==> config.mk <==
export PLATFORM = sky130hd
export DESIGN_NAME = lpce_rx_front
export DESIGN_NICKNAME = d
export VERILOG_FILES = /design/src/rtl/lpce_rx_front.sv
export SDC_FILE = /design/constraint.sdc
export NUM_CORES = 1
export LEC_CHECK = 0
export CAP_MARGIN = 25
export CORE_AREA = 3 3 169 171
export CTS_CLUSTER_SIZE = 24
export DETAILED_ROUTE_END_ITERATION = 6
export DIE_AREA = 0 0 172 174
export MAX_ROUTING_LAYER = met4
export PLACE_DENSITY = 0.66
export REMOVE_ABC_BUFFERS = 1
export SLEW_MARGIN = 10
export SYNTH_ARGS = -nofsm -noshare
export SYNTH_HDL_FRONTEND = slang
export SYNTH_SLANG_ARGS = --single-unit
==> constraint.sdc <==
create_clock -name Rx_CLKi -period 2.4 [get_ports Rx_CLKi]
set_input_delay 0.48 -clock Rx_CLKi [delete_from_list [all_inputs] [get_ports Rx_CLKi]]
set_output_delay 0.48 -clock Rx_CLKi [all_outputs]
set_load 0.005 [all_outputs]
==> src/rtl/lpce_rx_front.sv <==
// LPCE receive front end: hunts for the sync head, deserialises the 145-bit
// payload, checks the duplicated bits and delivers good frames as 128-bit words.
module lpce_rx_front #(
   parameter logic [9:0]  SYNC_HEAD = 10'b1010101010,
   parameter int unsigned ERR_CNT_W = 16
) (
   input  logic                 Rx_CLKi,
   input  logic                 Rx_RSTn,
   input  logic                 LPCE_DATi,
   output logic [127:0]         FRM_DATAo,
   output logic                 FRM_VALIDo,
   output logic                 FRM_ERRo,
   output logic [ERR_CNT_W-1:0] ERR_CNTo,
   output logic                 SYNC_LOCKo
);

   typedef enum logic [1:0] {
      ST_HUNT  = 2'd0,
      ST_RECV  = 2'd1,
      ST_CHECK = 2'd2
   } state_t;

   localparam logic [7:0] LAST_BIT = 8'd144;

   state_t               state_q, state_d;
   logic [9:0]           hunt_q, hunt_d;
   logic [9:0]           hunt_shift;
   logic [144:0]         payload_q, payload_d;
   logic [7:0]           cnt_q, cnt_d;
   logic [127:0]         data_q, data_d;
   logic                 valid_q, valid_d;
   logic                 err_q, err_d;
   logic [ERR_CNT_W-1:0] err_cnt_q, err_cnt_d;
   logic                 lock_q, lock_d;
   logic [127:0]         stripped;
   logic                 dup_ok;

   // r0 lands in payload_q[144], r144 in payload_q[0]. Byte k (0..15) holds its
   // data at [143-9k -: 8] and the LSB copy at [135-9k]; r0 is the extra head copy.
   always_comb begin
      stripped = '0;
      dup_ok   = (payload_q[144] == payload_q[143]);
      for (int k = 0; k < 16; k++) begin
         for (int j = 0; j < 8; j++) begin
            stripped[127 - 8*k - j] = payload_q[143 - 9*k - j];
         end
         if (payload_q[135 - 9*k] != payload_q[136 - 9*k]) begin
            dup_ok = 1'b0;
         end
      end
   end

   // NOTE: every variable gets its default first so no path through the case leaves
   // it unassigned; that keeps this block purely combinational with no latches.
   always_comb begin
      state_d    = state_q;
      hunt_d     = hunt_q;
      payload_d  = payload_q;
      cnt_d      = cnt_q;
      data_d     = data_q;
      valid_d    = 1'b0;
      err_d      = 1'b0;
      err_cnt_d  = err_cnt_q;
      hunt_shift = {hunt_q[8:0], LPCE_DATi};

      unique case (state_q)
         ST_HUNT: begin
            hunt_d = hunt_shift;
            if (hunt_shift == SYNC_HEAD) begin
               state_d = ST_RECV;
               hunt_d  = '0;
               cnt_d   = '0;
            end
         end
         ST_RECV: begin
            payload_d = {payload_q[143:0], LPCE_DATi};
            cnt_d     = cnt_q + 8'd1;
            if (cnt_q == LAST_BIT) begin
               state_d = ST_CHECK;
            end
         end
         ST_CHECK: begin
            // The bit arriving here is already part of the inter-frame gap, so
            // keep it to allow a next frame after only two idle zeros.
            hunt_d  = hunt_shift;
            state_d = ST_HUNT;
            if (dup_ok) begin
               data_d  = stripped;
               valid_d = 1'b1;
            end else begin
               err_d = 1'b1;
               if (err_cnt_q != {ERR_CNT_W{1'b1}}) begin
                  err_cnt_d = err_cnt_q + ERR_CNT_W'(1);
               end
            end
         end
         default: state_d = ST_HUNT;
      endcase

      lock_d = (state_d != ST_HUNT);
   end

   // NOTE: state registers use non-blocking assignments so every flop samples the
   // pre-edge values, independent of statement order or other always blocks.
   always_ff @(posedge Rx_CLKi or negedge Rx_RSTn) begin
      if (!Rx_RSTn) begin
         state_q   <= ST_HUNT;
         hunt_q    <= '0;
         payload_q <= '0;
         cnt_q     <= '0;
         data_q    <= '0;
         valid_q   <= 1'b0;
         err_q     <= 1'b0;
         err_cnt_q <= '0;
         lock_q    <= 1'b0;
      end else begin
         state_q   <= state_d;
         hunt_q    <= hunt_d;
         payload_q <= payload_d;
         cnt_q     <= cnt_d;
         data_q    <= data_d;
         valid_q   <= valid_d;
         err_q     <= err_d;
         err_cnt_q <= err_cnt_d;
         lock_q    <= lock_d;
      end
   end

   assign FRM_DATAo  = data_q;
   assign FRM_VALIDo = valid_q;
   assign FRM_ERRo   = err_q;
   assign ERR_CNTo   = err_cnt_q;
   assign SYNC_LOCKo = lock_q;

endmodule

==> reports/results.ini <==
[worst_hold_path]
hp-class=reg -> reg

[setup_path]
critPathKind=reg -> reg
startpoint_type=register
path_max_fanout=40
worstSetupEndpointType=register
worstPathRequired_ps=2780
arrival_ps=2590

[detailed_routing]
vias=7821
routedWlPerCell_um=15.62
drtAntennaViolNets=0
drt_wl_total_um=24890
drt_iter0_markers=502
drc=0
drtPass1Iterations=5
viasPerCell=4.907

[global_route]
grt_pass1_wl_um=42240
grt_pass1_vias=7933
antenna_found_initial=0
grtUsageTotal_pct=17.66
grt_max_degree=87
gr-total-overflow=0

[cts]
cts_tree=built
path_clk_slew_ps=60
htreeDepth=2
ctsRootBufferMaster=clkbuf_16
cts_buffer_depth=3
cts.sinks=311
clk_latency_ps=500
cts_made_buffers=35

[yosys]
yosysSeqAreaShare_pct=63.99
synthFlopType=dfrtp_1
synth_cell_types=34
netlist_area_mm2=0.01216
yosysTopAreaCellShare_pct=63.99
synth_area_leader_cell=dfrtp_1
synth_edf_count=0
ys_warn_count=0
synth-seq-cells=311
synth-async-reset-ratio_pct=100.0
avgSynthCellArea_um2=11.39
synthTopCellsByArea=dfrtp_1 (64%), nand2_1 (14%), mux2_1 (9.3%), mux2_2 (2.5%), xor2_1 (2.2%)
synthCells=1068

[placed_design]
place_area_mm2=0.01414
place_inst=1529
hpwl_um=15870
port_buffers=149
gp_congestion=0.7953

[sta]
skew_ps=12.03
tightest_slew_ps=626.1
setup_viol=0
max_freq_ghz=0.4523
post-route-period-util_pct=92.13
max_slew_margin_pct=58.23
final.min_clock_period_ps=2211
slew_viol_final=0
final_hold_viol_count=0
rsz0062_at_grt=no
tns_ps=0

[finish]
area_growth_pct=26.11
instances_no_fill=1594
layout-drive-gt1-share_pct=9.577
insertedDiodeCount=0
final_area_mm2=0.01534
post-route-util_pct=56.75
nNetsFinal=1233

[pwr]
p_per_area_mw_per_mm2=821.5
p_leak_nw=8.116
finalPower_w=0.01260
peakVddDrop_mv=0.6232

[floorplan]
die_h_um=174
dieArea_mm2=0.02993
core_mm2=0.02703
core.rowCount=60
die_w_um=172
io-pin-count=150
start_util_pct=45.00

[flow_run]
cap_violations=0

[outcome]
status=completed

[cell usage after synthesis, types with 6 or more instances]
library cell	n
buf_6	11
clkbuf_1	35
dfrtp_1	311
mux2_1	100
mux2_2	27
mux2_4	9
nand2_1	444
nand3_1	12
nand4_1	8
nor2_1	18
nor3_1	10
nor4_1	7
xnor2_1	6
xor2_1	30
[repair_timing]
action / in CTS / in global routing
hold buffers: 1 / 0
buffers inserted: 0 / 1
hold endpoints to repair: 57 / 0
gates resized for setup: 0 / 1
setup endpoints to repair: 0 / 110
[per-layer routing]
| layer | GRT usage (%) | share of wire, % | up-vias |
|---|---|---|---|
| li1 | - | - | 3776 |
| met1 | 25.08 | 48 | 3859 |
| met2 | 26.98 | 47 | 155 |
| met3 | 2.866 | 3.6 | 31 |
| met4 | 4.059 | 1.4 | 0 |
| met5 | - | 0 | - |
[sequential cells by signal, indices dropped and copies added (netlist names)]
name	count
ERR_CNTo	16
FRM_DATAo	128
FRM_ERRo	1
FRM_VALIDo	1
SYNC_LOCKo	1
cnt_q	8
hunt_q	9
payload_q	145
state_q	2
[worst max-delay path, cell delays in order (launching register included)]
cell and delay (ps):
dfrtp_1 420, xor2_1 190, nor4_1 270, nand3_1 150
nor4_4 210, buf_4 180, nand2_8 90, buf_12 200
mux2_1 340
[path summary, 6_finish.rpt]
kind	startpoint	depth (start not counted)	slack [ps]	endpoint
worst max-delay path	payload_q[37]	8	190	FRM_DATAo[114]
worst min-delay path	FRM_DATAo[60]	1	490	FRM_DATAo[60]
worst max register to register	payload_q[37]	8	190	FRM_DATAo[114]
worst min register to register	FRM_DATAo[60]	1	490	FRM_DATAo[60]
max in group asynchronous	Rx_RSTn	3	1130	FRM_DATAo[9]
min in group asynchronous	Rx_RSTn	2	520	FRM_DATAo[58]
[logic make-up (layout without fill, tap and decap cells)]
kind of cell	Yosys count	after routing	share of synthesized area, %
compound gates	5	5	0.2469
xor+xnor	36	36	2.592
fa+ha+maj	3	3	0.3086
buf+inv	54	239	2.387
flops	311	311	63.99
mux	141	141	13.28
simple gates	518	518	17.20
[cell type report]
cell class                 count  area, µm²
fill                        2303      11690
tap                          341      426.7
inverter                       3      11.26
multi-input combinational    703       4125
clock inverter                14      175.2
timing repair buffer         173       1817
clock buffer                  49       1001
sequential                   311       7782
[cell usage in the layout (no fill, tap or decap), types with 4 or more instances in the layout]
cell             synthesis  routed
buf_12                   0      11
buf_4                    1      12
bufinv_16                0       4
clkbuf_1                35       9
clkbuf_16                0      37
clkdlybuf4s50_1          0     148
clkinv_2                 0       8
dfrtp_1                311     311
mux2_1                 100     100
mux2_2                  27      27
mux2_4                   9       9
mux2i_1                  5       5
nand2_1                444     444
nand3_1                 12      12
nand4_1                  8       8
nor2_1                  18      18
nor3_1                  10      10
nor4_1                   7       6
xnor2_1                  6       6
xor2_1                  30      30
[power by group]
group	switching (W)	internal (W)	total (W)
Sequential	0.000212	0.00549	0.00570
Combinational	0.00104	0.000477	0.00152
Clock	0.00203	0.00335	0.00538
[through the flow]
step	hold slack, ps	setup slack, ps
4_1_cts	487.7	88.22
3_5_place_dp	473.7	105.9
3_3_place_gp	468.3	122.2
2_1_floorplan	184.4	-4229
6_report	485.7	188.9
5_1_grt	502.8	49.25
No activity file was read; power rests on OpenSTA's default activity.
